[config.mk]
export PLATFORM = sky130hd
export DESIGN_NAME = clk_period_meter
export DESIGN_NICKNAME = d
export VERILOG_FILES = /design/src/rtl/clk_period_meter_pkg.sv /design/src/rtl/clk_period_meter_sync_edge_det.sv /design/src/rtl/clk_period_meter.sv
export SDC_FILE = /design/constraint.sdc
export NUM_CORES = 1
export LEC_CHECK = 0
export BUFFER_PORTS_ARGS = -buffer_cell sky130_fd_sc_hd__buf_2
export CAP_MARGIN = 20
export CORE_MARGIN = 2
export CORE_UTILIZATION = 63
export DETAILED_ROUTE_END_ITERATION = 8
export PLACE_DENSITY = 0.94
export SYNTH_ARGS = -nofsm -noshare
export SYNTH_HDL_FRONTEND = slang
export SYNTH_SLANG_ARGS = --single-unit
[constraint.sdc]
create_clock -name clk_in -period 6.55 [get_ports clk_in]
set_clock_uncertainty 0.2 [all_clocks]
set_input_delay 0.3275 -clock clk_in [delete_from_list [all_inputs] [get_ports clk_in]]
set_output_delay 0.3275 -clock clk_in [all_outputs]
set_load 0.01 [all_outputs]
[src/rtl/clk_period_meter_pkg.sv]
`default_nettype none
// ============================================================================
// Module      : clk_period_meter_pkg
// Description : Shared FSM encoding and default sizing constants for the
//               clock period meter. Defaults match the divider's count range.
// Revision    : 1.0 - initial release
// ============================================================================
package clk_period_meter_pkg;

    // Measurement FSM states
    typedef enum logic [1:0] {
        ST_IDLE = 2'd0,
        ST_ARM  = 2'd1,
        ST_MEAS = 2'd2
    } meter_state_e;

    // Counter width wide enough for the divider's longest COUNT_DIV period
    localparam int unsigned C_DEF_CNT_W   = 41;
    // No rising edge for this many cycles means the input is considered dead
    localparam int unsigned C_DEF_TIMEOUT = 400000000;

endpackage : clk_period_meter_pkg
`default_nettype wire

[src/rtl/clk_period_meter_sync_edge_det.sv]
`default_nettype none
// ============================================================================
// Module      : sync_edge_det
// Description : Multi-stage synchroniser for an asynchronous input followed by
//               a rising-edge detector. Pin-to-rise latency is SYNC_STAGES+1.
// Revision    : 1.0 - initial release
// ============================================================================
module sync_edge_det #(
    parameter int unsigned SYNC_STAGES = 2
) (
    input  logic clk_in,
    input  logic clear_n,
    input  logic async_in,
    output logic level,
    output logic rise
);

    logic [SYNC_STAGES-1:0] sync_q;
    logic [SYNC_STAGES-1:0] sync_d;
    logic                   edge_q;
    logic                   edge_d;

    // Shift the async input through the synchroniser chain and keep the
    // previous synchronised value for edge detection
    always_comb begin
        sync_d = {sync_q[SYNC_STAGES-2:0], async_in};
        edge_d = sync_q[SYNC_STAGES-1];
    end

    // Synchroniser and edge-detect flops
    always_ff @(posedge clk_in or negedge clear_n) begin
        if (!clear_n) begin
            sync_q <= '0;
            edge_q <= 1'b0;
        end else begin
            sync_q <= sync_d;
            edge_q <= edge_d;
        end
    end

    assign level = sync_q[SYNC_STAGES-1];
    assign rise  = sync_q[SYNC_STAGES-1] & ~edge_q;

endmodule : sync_edge_det
`default_nettype wire

[src/rtl/clk_period_meter.sv]
`default_nettype none
// ============================================================================
// Module      : clk_period_meter
// Description : Measures period and high time of a slow square wave in clk_in
//               cycles and hands results out on a valid/ready interface, with
//               sticky overrun and timeout flags.
// Revision    : 1.0 - initial release
// ============================================================================
module clk_period_meter
    import clk_period_meter_pkg::*;
#(
    parameter int unsigned CNT_W       = C_DEF_CNT_W,
    parameter int unsigned SYNC_STAGES = 2,
    parameter int unsigned TIMEOUT     = C_DEF_TIMEOUT
) (
    input  logic             clk_in,
    input  logic             clear_n,
    input  logic             enable,
    input  logic             sig_in,
    input  logic             meas_ready,
    output logic             meas_valid,
    output logic [CNT_W-1:0] period_out,
    output logic [CNT_W-1:0] high_out,
    output logic             overrun,
    output logic             timeout
);

    localparam logic [CNT_W-1:0] C_TIMEOUT = CNT_W'(TIMEOUT);
    localparam logic [CNT_W-1:0] C_ONE     = CNT_W'(1);

    logic             s;
    logic             rise;

    meter_state_e     state_q, state_d;
    logic [CNT_W-1:0] per_cnt_q, per_cnt_d;
    logic [CNT_W-1:0] hi_cnt_q, hi_cnt_d;
    logic [CNT_W-1:0] period_q, period_d;
    logic [CNT_W-1:0] high_q, high_d;
    logic             valid_q, valid_d;
    logic             overrun_q, overrun_d;
    logic             timeout_q, timeout_d;
    logic             en_q, en_d;

    logic             load;
    logic             to_hit;
    logic             en_rise;

    sync_edge_det #(
        .SYNC_STAGES (SYNC_STAGES)
    ) u_sync (
        .clk_in   (clk_in),
        .clear_n  (clear_n),
        .async_in (sig_in),
        .level    (s),
        .rise     (rise)
    );

    // Next-state and counter logic for the measurement FSM
    always_comb begin
        state_d   = state_q;
        per_cnt_d = per_cnt_q;
        hi_cnt_d  = hi_cnt_q;
        load      = 1'b0;
        to_hit    = 1'b0;

        case (state_q)
            ST_IDLE: begin
                per_cnt_d = '0;
                hi_cnt_d  = '0;
                state_d   = ST_ARM;
            end
            ST_ARM: begin
                // While waiting for the first edge the period counter doubles
                // as the timeout timer, so a dead input is still reported
                hi_cnt_d = '0;
                if (rise) begin
                    per_cnt_d = C_ONE;
                    hi_cnt_d  = C_ONE;
                    state_d   = ST_MEAS;
                end else if (per_cnt_q == C_TIMEOUT) begin
                    to_hit    = 1'b1;
                    per_cnt_d = '0;
                end else begin
                    per_cnt_d = per_cnt_q + C_ONE;
                end
            end
            ST_MEAS: begin
                if (rise) begin
                    // The edge cycle itself is the first cycle of the next period
                    load      = 1'b1;
                    per_cnt_d = C_ONE;
                    hi_cnt_d  = C_ONE;
                end else if (per_cnt_q == C_TIMEOUT) begin
                    to_hit    = 1'b1;
                    per_cnt_d = '0;
                    hi_cnt_d  = '0;
                    state_d   = ST_ARM;
                end else begin
                    per_cnt_d = per_cnt_q + C_ONE;
                    hi_cnt_d  = hi_cnt_q + {{(CNT_W-1){1'b0}}, s};
                end
            end
            default: begin
                state_d   = ST_IDLE;
                per_cnt_d = '0;
                hi_cnt_d  = '0;
            end
        endcase

        // Disable wins from any state and throws away the partial period
        if (!enable) begin
            state_d   = ST_IDLE;
            per_cnt_d = '0;
            hi_cnt_d  = '0;
            load      = 1'b0;
            to_hit    = 1'b0;
        end
    end

    // Result register, handshake and sticky flag update
    always_comb begin
        en_d      = enable;
        en_rise   = enable & ~en_q;
        period_d  = period_q;
        high_d    = high_q;
        valid_d   = valid_q;
        overrun_d = overrun_q;
        timeout_d = timeout_q;

        if (load) begin
            period_d = per_cnt_q;
            high_d   = hi_cnt_q;
            valid_d  = 1'b1;
            if (valid_q && !meas_ready) begin
                overrun_d = 1'b1;
            end
        end else if (meas_ready) begin
            valid_d = 1'b0;
        end

        if (to_hit) begin
            timeout_d = 1'b1;
        end

        if (en_rise) begin
            overrun_d = 1'b0;
            timeout_d = 1'b0;
        end
    end

    // State, counter, result and flag registers
    always_ff @(posedge clk_in or negedge clear_n) begin
        if (!clear_n) begin
            state_q   <= ST_IDLE;
            per_cnt_q <= '0;
            hi_cnt_q  <= '0;
            period_q  <= '0;
            high_q    <= '0;
            valid_q   <= 1'b0;
            overrun_q <= 1'b0;
            timeout_q <= 1'b0;
            en_q      <= 1'b0;
        end else begin
            state_q   <= state_d;
            per_cnt_q <= per_cnt_d;
            hi_cnt_q  <= hi_cnt_d;
            period_q  <= period_d;
            high_q    <= high_d;
            valid_q   <= valid_d;
            overrun_q <= overrun_d;
            timeout_q <= timeout_d;
            en_q      <= en_d;
        end
    end

    assign meas_valid = valid_q;
    assign period_out = period_q;
    assign high_out   = high_q;
    assign overrun    = overrun_q;
    assign timeout    = timeout_q;

endmodule : clk_period_meter
`default_nettype wire

==> run_results.csv, run 1 <==
group,metric,value,unit
finish,finish.net_count,774,
route,ant_nets,0,
yosys,yosysMostFrequentCell,"dfrtp_1",
yosys,synth_top_family_by_area,"simple AND/OR/NAND/NOR gates",
clocking,post_cts_buffers,0,
global_routing,grt_util_met3,5.241,%
timing,hold_viol,0,
floorplan,io_pins,90,
clocking,numCtsBuffers,17,
timing,setup_tns,0,ns
worst_setup_path,path_cells,"nor4_1 > nand4_1 > or4_4 > nand3_2 > nor2_1",
worst_setup_path,crit_fanout,40,
global_routing,use_met2,45.80,%
yosys,yosysTopAreaCell,"dfrtp_1",
clocking,h-tree-depth,4,
worst_setup_path,cp_data_required_time,6.62,ns
global_routing,gr-max-usage-layer,"met2",
yosys,synth_commonest_cells,"dfrtp_1 (173), nor2_1 (84), mux2_2 (74)",
worst_setup_path,r2r_setup_slack,3.77,ns
yosys,synth_mux_area_share,10.85,%
floorplan,fp-row-count,40,
clocking,cts_tree,"done",
finish,area_growth,16.19,%
yosys,synth_edf_count,0,
yosys,yosysTopAreaCellShare,56.36,%
yosys,synthesis.nets,683,
route,via_per_inst,6.056,
power_and_ir_drop,worst_ir_drop_vdd,0.1909,mV
finish,diodes,0,
global_routing,antenna_found_initial,0,
worst_hold_path,hold_path.class,"register to register",
global_routing,grt_max_degree,94,
yosys,netlist_instances,670,
flow_run,maxCapViolCount,0,
global_routing,grt_pass1_wl,27460,um
yosys,async_flop_share,100.0,%
worst_setup_path,end_kind,"register",
clocking,hold_buffers,4,
yosys,ys_seq_area_share,56.36,%
yosys,synth_area_leaders,"dfrtp_1 (56%), mux2_2 (11%), xor2_1 (5.1%), nor2_1 (4.1%), xnor2_1 (2.9%)",
finish,fillers,759,
timing,rsz0062_at_grt,"no",
worst_setup_path,r2r_cells,5,
route,routedWlPerCell,18.05,um
yosys,synthDistinctLibCells,45,
clocking,clk_pin_slew,0.06,ns
clocking,cts_resized,0,
worst_setup_path,startpoint_type,"register",
worst_setup_path,r2r_end,"hi_cnt_q[10]",
route,drcViolationCount,0,
floorplan,initial_core_util,64.22,%
global_routing,grt-ovfl-total,0,
power_and_ir_drop,total_power,2.294,mW
timing,post-route-min-period,2.778,ns
clocking,insertion_delay,0.43,ns
yosys,synth_area_per_cell,11.46,um2
yosys,synth_seq_cells,173,
floorplan,core,0.01196,mm2
yosys,ys_warn_count,0,
timing,max_slew_margin,42.02,%
yosys,synth-xor-area-share,7.982,%
yosys,synth_flop_cell,"dfrtp_1",
worst_hold_path,whs_path_depth,0,
timing,worst_slew_pin_slew,0.8631,ns
power_and_ir_drop,powerDensity,257.0,mW/mm2
placement,dp_hpwl,11210,um
clocking,root_buffer,"clkbuf_16",
finish,drive_above_1_share,27.26,%
timing,setup_viol,0,
worst_setup_path,critPathKind,"register to register",
worst_hold_path,holdPathEnd,"u_sync.sync_q[1]",
route,drt-total-wl,16620,um
floorplan,die_x,114.4,um
route,drtIter0Drc,407,
placement,gp_congestion,0.8773,
placement,port-buffer-count,89,
timing,timing.fmax,360.0,MHz
yosys,synthAdderAreaFrac,1.303,%
floorplan,die_h,114.4,um
yosys,synthesis.area,0.007681,mm2
worst_setup_path,critPathMaxStageDelay,0.63,ns
placement,post_dp_cell_area,0.008228,mm2
worst_setup_path,r2r-start,"per_cnt_q[33]",
clocking,clock-sinks,173,
worst_hold_path,worstHoldStart,"u_sync.sync_q[0]",
timing,slew_violations,0,
outcome,outcome,"completed",
power_and_ir_drop,p_leak,4.243,nW
route,via_count,5578,
timing,period_share,42.41,%
yosys,yosys.area_share.simple,18.63,%
global_routing,grt_usage,26.82,%
clocking,clockBufferDepth,2,
worst_setup_path,slowest_stage,"or4_4",
worst_setup_path,cp-startpoint,"per_cnt_q[33]",
route,drt_pre_antenna_iters,4,
yosys,synth_compound_area_share,2.460,%
global_routing,grt_pass1_vias,5562,
global_routing,grtUsageMet1,33.68,%
floorplan,dieArea,0.01309,mm2
finish,final_area,0.008925,mm2
worst_setup_path,critPathArrivalTime,2.85,ns
## sequential cells by signal, summed over array words and instances, names as in the netlist
signal / count
timeout: 1
u_sync.sync_q: 2
u_sync.edge_q: 1
meas_valid: 1
en_q: 1
state_q: 2
per_cnt_q: 41
period_out: 41
overrun: 1
high_out: 41
hi_cnt_q: 41
## worst max-delay path by stage
| stage | end | slack (ns) |
|---|---|---|
| after floorplan | high_out[22] | 4.31 |
| after global routing | hi_cnt_q[10] | 3.62 |
| after CTS | hi_cnt_q[10] | 3.78 |
| after global placement | high_out[25] | 3.92 |
| after detailed placement | hi_cnt_q[10] | 3.77 |
| final | hi_cnt_q[10] | 3.77 |
## final cells by class
cell class,instances,area [um2],share of cell area [%]
Timing Repair Buffer,97,554.3,6.211
Clock inverter,10,135.1,1.514
Inverter,13,48.80,0.5468
Multi-Input combinational cell,459,3179,35.62
Clock buffer,22,494.2,5.538
Sequential cell,173,4329,48.51
Tap cell,147,183.9,2.061
## stage by stage
stage                     instances  utilization, %  hold slack, ns  setup WS, ns
after floorplan                 670               -         -0.1681         4.313
after global placement          883           68.62          0.1714         3.918
after detailed placement        884           68.79          0.1709         3.773
after CTS                       920           74.38          0.1821         3.782
after global routing            921           74.61          0.1824         3.621
final                           921           74.61          0.1677         3.772
## critical path, delay by kind of cell, from the launching register on
family / cells / cell delay, ns
flops: 1 / 0.44
simple gates: 5 / 1.96
## cell families after synthesis
family                   after synthesis
XOR/XNOR                              70
adder cells (fa/ha/maj)                8
buffers and inverters                 38
multiplexers                          74
flip-flops                           173
AND/OR/NAND/NOR                      272
AO/OA/AOI/OAI                         35
## power by group
part / leakage (nW) / internal (mW) / total [mW] / switching (mW)
combinational: 1.53 / 0.0431 / 0.145 / 0.102
sequential: 2.41 / 1.08 / 1.10 / 0.0141
clock: 0.312 / 0.649 / 1.05 / 0.402
## placed cells by master, fill, tap and decap left out, types with 6 or more instances in the layout
cell | synthesis | layout
dfrtp_1 | 173 | 173
ha_1 | 8 | 8
xor2_1 | 45 | 45
nand3_1 | 35 | 34
nor4_1 | 12 | 12
buf_2 | 5 | 88
mux2_2 | 74 | 74
o21ai_0 | 17 | 17
xnor2_1 | 25 | 25
clkbuf_16 | 0 | 17
and3_1 | 10 | 10
nor3_1 | 14 | 14
nand4_1 | 31 | 31
or3_1 | 6 | 6
inv_1 | 13 | 13
nor2_1 | 84 | 84
nand2_1 | 45 | 45
a21oi_1 | 12 | 12
and4_1 | 6 | 6
## metal layers
layer	part of all wire [%]	vias up
li1	-	2516
met1	40	2813
met2	53	211
met3	4.8	38
met4	2.1	0
met5	0	-
Note: power is estimated with default switching activity, not from simulation.
==> inputs of run 2 (changes only) <==
--- a/config.mk
+++ b/config.mk
@@ -8,9 +8,9 @@
 export BUFFER_PORTS_ARGS = -buffer_cell sky130_fd_sc_hd__buf_2
 export CAP_MARGIN = 20
 export CORE_MARGIN = 2
-export CORE_UTILIZATION = 63
+export CORE_UTILIZATION = 58
 export DETAILED_ROUTE_END_ITERATION = 8
-export PLACE_DENSITY = 0.94
+export PLACE_DENSITY = 0.88
 export SYNTH_ARGS = -nofsm -noshare
 export SYNTH_HDL_FRONTEND = slang
 export SYNTH_SLANG_ARGS = --single-unit
==> constraint.sdc (replaced) <==
create_clock -name clk_in -period 2.71 [get_ports clk_in]
set_clock_uncertainty 0.2 [all_clocks]
set_input_delay 0.1355 -clock clk_in [delete_from_list [all_inputs] [get_ports clk_in]]
set_output_delay 0.1355 -clock clk_in [all_outputs]
set_load 0.01 [all_outputs]
==> run 2 against run 1 <==
Compared with the run above: first-iteration DRC count is 0.49% lower; global-route usage decreased by 3.0 points; critical path depth rose by 3; worst setup slack worse by 3.5 ns; combinational power increased to 2.7 times the previous value; count of clock-buffer cells in the layout shrank 3; final cell count is 4.1% higher; utilization shrank 5.8 points; cell area is 0.88% higher; non-clock buffer count is 9 higher; via count is 0.11% lower; wire length fell by 3.1%; largest power group unchanged.
==> run_results.csv, run 2 (synthesis gave the netlist of run 1 again) <==
group,metric,value,unit
worst_setup_path,critPathArrivalTime,2.55,ns
floorplan,fp-row-count,42,
worst_setup_path,crit_fanout,40,
route,via_per_inst,5.810,
finish,diodes,0,
flow_run,maxCapViolCount,0,
timing,period_share,90.04,%
worst_setup_path,r2r_end,"hi_cnt_q[7]",
power_and_ir_drop,p_sw,1.288,mW
placement,gp_congestion,0.8894,
timing,hold_viol,0,
floorplan,core,0.01309,mm2
timing,setup_viol,0,
route,drt_pre_antenna_iters,6,
floorplan,io_pins,90,
power_and_ir_drop,p_int,4.154,mW
worst_setup_path,end_kind,"register",
global_routing,antenna_found_initial,0,
power_and_ir_drop,combPwrFrac,7.1,%
power_and_ir_drop,p_leak,4.273,nW
clocking,post_cts_buffers,0,
clocking,clk_pin_slew,0.06,ns
worst_setup_path,cp_data_required_time,2.82,ns
timing,slew_violations,0,
worst_setup_path,r2r_cells,8,
global_routing,grt_pass1_vias,5447,
power_and_ir_drop,pwr-share-seq,48.8,%
route,drtIter0Drc,405,
route,drt-total-wl,16100,um
clocking,insertion_delay,0.43,ns
finish,utilization,68.81,%
worst_setup_path,startpoint_type,"register",
floorplan,die_x,119.1,um
clocking,clock-sinks,173,
finish,layout_commonest_cell,"dfrtp_1",
finish,final_area,0.009004,mm2
clocking,clockBufferDepth,2,
finish,area_growth,17.22,%
finish,final_cell_mix,"dfrtp_1 (173), buf_2 (88), nor2_1 (84)",
timing,setup_tns,0,ns
power_and_ir_drop,power.share.clock,44.2,%
placement,port-buffer-count,89,
placement,post_dp_cell_area,0.008364,mm2
worst_setup_path,r2r-start,"per_cnt_q[0]",
worst_setup_path,r2r_setup_slack,0.27,ns
floorplan,dieArea,0.01418,mm2
floorplan,die_h,119.1,um
worst_setup_path,critPathKind,"register to register",
clocking,numCtsBuffers,17,
route,routedWlPerCell,16.79,um
timing,timing.fmax,409.8,MHz
placement,dp_hpwl,11220,um
timing,rsz0062_at_grt,"no",
global_routing,grt_max_degree,60,
timing,max_slew_margin,38.99,%
route,via_count,5572,
clocking,root_buffer,"clkbuf_16",
outcome,outcome,"completed",
route,drcViolationCount,0,
clocking,h-tree-depth,4,
global_routing,grt-ovfl-total,0,
worst_hold_path,hold_path.class,"primary input to asynchronous set/reset pin",
global_routing,grt_pass1_wl,26650,um
power_and_ir_drop,netSwitchingFraction,23.67,%
finish,finish.net_count,783,
clocking,cts_tree,"done",
power_and_ir_drop,worst_ir_drop_vdd,0.3939,mV
timing,worst_slew_pin_slew,0.9081,ns
finish,drive_above_1_share,28.22,%
global_routing,grt_usage,23.78,%
route,ant_nets,0,
timing,post-route-min-period,2.440,ns
power_and_ir_drop,powerDensity,604.4,mW/mm2
floorplan,initial_core_util,58.70,%
## run 2: cell type report
cell class	instances	area, um2
Timing Repair Buffer	106	626.9
Fill cell	893	4081
Clock buffer	19	452.9
Multi-Input combinational cell	459	3186
Inverter	13	48.80
Sequential cell	173	4329
Tap cell	176	220.2
Clock inverter	13	140.1
## run 2: power by group through the flow
stage	Clock, mW	Combinational, mW	Sequential [mW]
2_1_floorplan	0	0.242	2.69
4_1_cts	2.43	0.385	2.65
6_report	2.40	0.385	2.65
3_5_place_dp	0	0.380	2.70
3_3_place_gp	0	0.350	2.69
5_1_grt	2.55	0.430	2.66
## run 2: through the flow
| stage | std cells | hold WS, ns | power, mW | setup slack, ns |
|---|---|---|---|---|
| floorplan | 670 | -0.3601 | 2.935 | 0.4734 |
| global placement | 923 | -0.08034 | 3.043 | 0.2413 |
| CTS | 959 | 0.06139 | 5.464 | 0.05244 |
| finish | 959 | 0.05265 | 5.442 | 0.2700 |
| global route | 959 | 0.1022 | 5.633 | 0.1179 |
| detailed placement | 923 | -0.06441 | 3.077 | 0.07201 |
## run 2: how the worst max path moves through the flow
stage                 start      endpoint  slack, ns  cells after the start
2_1_floorplan    state_q[0]  high_out[22]       0.47                      7
3_3_place_gp   per_cnt_q[0]    state_q[1]       0.24                      7
3_5_place_dp   per_cnt_q[0]    state_q[1]       0.07                      7
4_1_cts        per_cnt_q[0]    state_q[1]       0.05                      7
5_1_grt        per_cnt_q[0]    state_q[1]       0.12                      7
6_report       per_cnt_q[0]   hi_cnt_q[7]       0.27                      8
## run 2: critical path: stages, from the launching register on
cell and delay, ns:
dfrtp_1 0.42, inv_1 0.11, ha_1 0.16, nor4b_1 0.28
nand4_1 0.21, or4_4 0.51, nand3_2 0.12, buf_12 0.21
nor2_1 0.09
## run 2: timing repair
item | CTS | global route
hold buffers | 4 | 0
gates resized for setup | 0 | 1
endpoints found under the setup margin | 0 | 1
endpoints found under the hold margin | 143 | 0
## run 2: metal layers
layer	vias to the layer above	part of all wire, %	global-route usage (%)	wire length, um
met5	-	0	0	0
met4	0	2.9	11.38	461
met3	47	4.6	4.741	736
met2	203	51	39.66	8222
met1	2779	42	29.89	6683
li1	2543	-	-	-
==> inputs of run 3 (changes only) <==
--- a/config.mk
+++ b/config.mk
@@ -13,4 +13,5 @@
 export PLACE_DENSITY = 0.88
 export SYNTH_ARGS = -nofsm -noshare
 export SYNTH_HDL_FRONTEND = slang
+export SYNTH_HIERARCHICAL = 1
 export SYNTH_SLANG_ARGS = --single-unit
==> run 3 against run 2 <==
Compared with the run above: via count grew 0.81%; first-iteration DRC count up 46%; clock power is 8.8% higher; power is 4.3% higher; utilization grew 2.7 points; sequential cell count unchanged; synthesized cell count is 0.90% lower; register-to-register slack got worse by 0.20 ns; combinational power grew 7.3%; global-route usage rose by 2.0 points; critical path depth down 1; area after synthesis shrank 1.4%; highest routed layer is now met5.
==> run_results.csv, run 3 <==
group,metric,value,unit
outcome,outcome,"completed",
route,drt-total-wl,17250,um
power_and_ir_drop,pwr-share-seq,46.7,%
finish,drive_above_1_share,28.44,%
yosys,yosysMostFrequentCell,"dfrtp_1",
floorplan,core,0.01267,mm2
timing,hold_viol,0,
clocking,numCtsBuffers,17,
yosys,synthDistinctLibCells,35,
yosys,synth_flop_cell,"dfrtp_1",
global_routing,grt_pass1_vias,5652,
route,drcViolationCount,0,
finish,layout_commonest_cell,"dfrtp_1",
route,ant_nets,0,
power_and_ir_drop,p_sw,1.292,mW
power_and_ir_drop,worst_ir_drop_vdd,0.4386,mV
global_routing,grt_pass1_wl,28750,um
global_routing,grt_usage,25.78,%
flow_run,maxCapViolCount,0,
worst_hold_path,hold_path.class,"primary input to asynchronous set/reset pin",
yosys,synth_commonest_cells,"dfrtp_1 (173), nor2_1 (86), mux2_2 (73)",
power_and_ir_drop,netSwitchingFraction,22.76,%
yosys,synthesis.area,0.007571,mm2
clocking,insertion_delay,0.43,ns
timing,timing.fmax,378.9,MHz
finish,area_growth,19.67,%
route,drt_pre_antenna_iters,7,
finish,final_cell_mix,"dfrtp_1 (173), buf_2 (88), nor2_1 (86)",
timing,setup_tns,0,ns
finish,seq_area,0.004329,mm2
floorplan,dieArea,0.01398,mm2
global_routing,antenna_found_initial,1,
worst_setup_path,critPathArrivalTime,2.75,ns
floorplan,initial_core_util,59.75,%
yosys,synth_area_leaders,"dfrtp_1 (57%), mux2_2 (11%), xor2_1 (4.5%), nor2_1 (4.3%), xnor2_1 (3.8%)",
clocking,post_cts_buffers,0,
timing,setup_viol,0,
finish,fillers,817,
clocking,root_buffer,"clkbuf_16",
route,drtIter0Drc,590,
yosys,ys_seq_area_share,57.18,%
power_and_ir_drop,powerDensity,626.7,mW/mm2
floorplan,die_x,118.3,um
worst_setup_path,startpoint_type,"register",
clocking,clock-sinks,173,
finish,finish.net_count,779,
yosys,synthesis.nets,677,
floorplan,die_h,118.3,um
floorplan,fp-row-count,41,
route,via_count,5617,
global_routing,gr-max-usage-layer,"met2",
timing,worst_slew_pin_slew,0.6656,ns
clocking,cts_tree,"done",
clocking,clockBufferDepth,2,
power_and_ir_drop,p_leak,4.316,nW
finish,diodes,0,
placement,gp_congestion,0.8789,
global_routing,grt_util_met3,5.936,%
clocking,h-tree-depth,4,
power_and_ir_drop,p_int,4.385,mW
worst_setup_path,cp_data_required_time,2.82,ns
timing,max_slew_margin,55.22,%
power_and_ir_drop,combPwrFrac,7.3,%
power_and_ir_drop,power.share.clock,46.0,%
placement,post_dp_cell_area,0.008349,mm2
yosys,netlist_instances,664,
worst_setup_path,critPathKind,"register to register",
worst_setup_path,crit_fanout,39,
worst_setup_path,end_kind,"register",
yosys,synth_seq_cells,173,
yosys,synth_area_per_cell,11.40,um2
global_routing,grt-ovfl-total,0,
timing,post-route-min-period,2.639,ns
placement,dp_hpwl,10830,um
yosys,yosysTopAreaCellShare,57.18,%
finish,multi_input_area,0.003103,mm2
finish,final_area,0.009060,mm2
clocking,clk_pin_slew,0.07,ns
yosys,synth_edf_count,0,
route,routedWlPerCell,18.17,um
global_routing,grtUsageMet1,33.21,%
global_routing,use_met2,42.52,%
route,via_per_inst,5.919,
timing,slew_violations,0,
placement,port-buffer-count,89,
global_routing,grt_max_degree,66,
floorplan,io_pins,90,
yosys,ys_warn_count,6,
yosys,async_flop_share,100.0,%
timing,period_share,97.38,%
yosys,yosysTopAreaCell,"dfrtp_1",
## run 3: changes by cell type in the layout (fill, tap and decap cells not counted), moves of 5 or more
cell / previous run / this run
or4_1: 3 / 9
xnor2_1: 25 / 33
xor2_1: 45 / 39
nand2_1: 45 / 38
inv_1: 13 / 18
nand4_1: 31 / 24
## run 3: what timing repair did
action	CTS	global route
endpoints found under the hold margin	134	0
gates resized for setup	0	3
endpoints found under the setup margin	0	82
hold buffers	4	0
## run 3: cells by family after synthesis
group	count (synthesis)	synth area share [%]
compound gates	32	2.413
xor+xnor	72	8.329
fa+ha+maj	8	1.322
buf+inv	46	2.347
flops	173	57.18
mux	74	10.99
simple gates	259	17.42
## run 3: worst paths after layout
path | end | from | slack, ns | cells past startpoint
hold / removal | period_out[20] | clear_n | 0.06 | 2
max in group asynchronous | high_out[38] | clear_n | 1.50 | 3
min in group clk_in | u_sync/sync_q[0] | sig_in | 0.15 | 2
setup reg to reg | per_cnt_q[17] | per_cnt_q[32] | 0.07 | 7
hold reg to reg | u_sync/sync_q[1] | u_sync/sync_q[0] | 0.15 | 0
setup / recovery | per_cnt_q[17] | per_cnt_q[32] | 0.07 | 7
## run 3: final cells by class
type	count	share of cell area [%]
tap	172	2.375
timing repair buffer	111	7.941
clock inverter	11	2.127
clock buffer	19	4.778
inverter	18	0.7458
sequential	173	47.78
multi-input combinational	445	34.25
## run 3: power groups by stage
| stage | clock network [mW] | logic (mW) | registers (mW) |
|---|---|---|---|
| after floorplan | 0 | 0.216 | 2.69 |
| after global placement | 0 | 0.359 | 2.69 |
| after detailed placement | 0 | 0.377 | 2.70 |
| after CTS | 2.63 | 0.398 | 2.65 |
| after global routing | 2.74 | 0.460 | 2.66 |
| final | 2.61 | 0.413 | 2.65 |
## run 3: metrics by stage
stage	hold slack [ns]	utilization, %	power (mW)	cells	setup slack [ns]
finish	0.05859	71.50	5.678	949	0.07097
global route	0.1212	71.50	5.854	949	-0.01380
floorplan	-0.3601	-	2.911	664	0.1696
CTS	0.08281	71.15	5.682	948	0.002279
detailed placement	-0.03910	65.89	3.075	914	0.03550
global placement	-0.04274	65.89	3.052	914	0.2000
## run 3: metal layers
metal  up-vias  share of wire [%]
li1       2505                  -
met1      2823                 41
met2       247                 50
met3        40                6.4
met4         2                2.5
met5         -              0.075
## run 3: critical path, stage by stage, from the launching register on
cell	delay [ns]
dfrtp_1	0.44
or4b_2	0.65
nor4_1	0.43
buf_4	0.19
nand3_1	0.11
nand2_1	0.17
buf_12	0.22
nor2_1	0.09
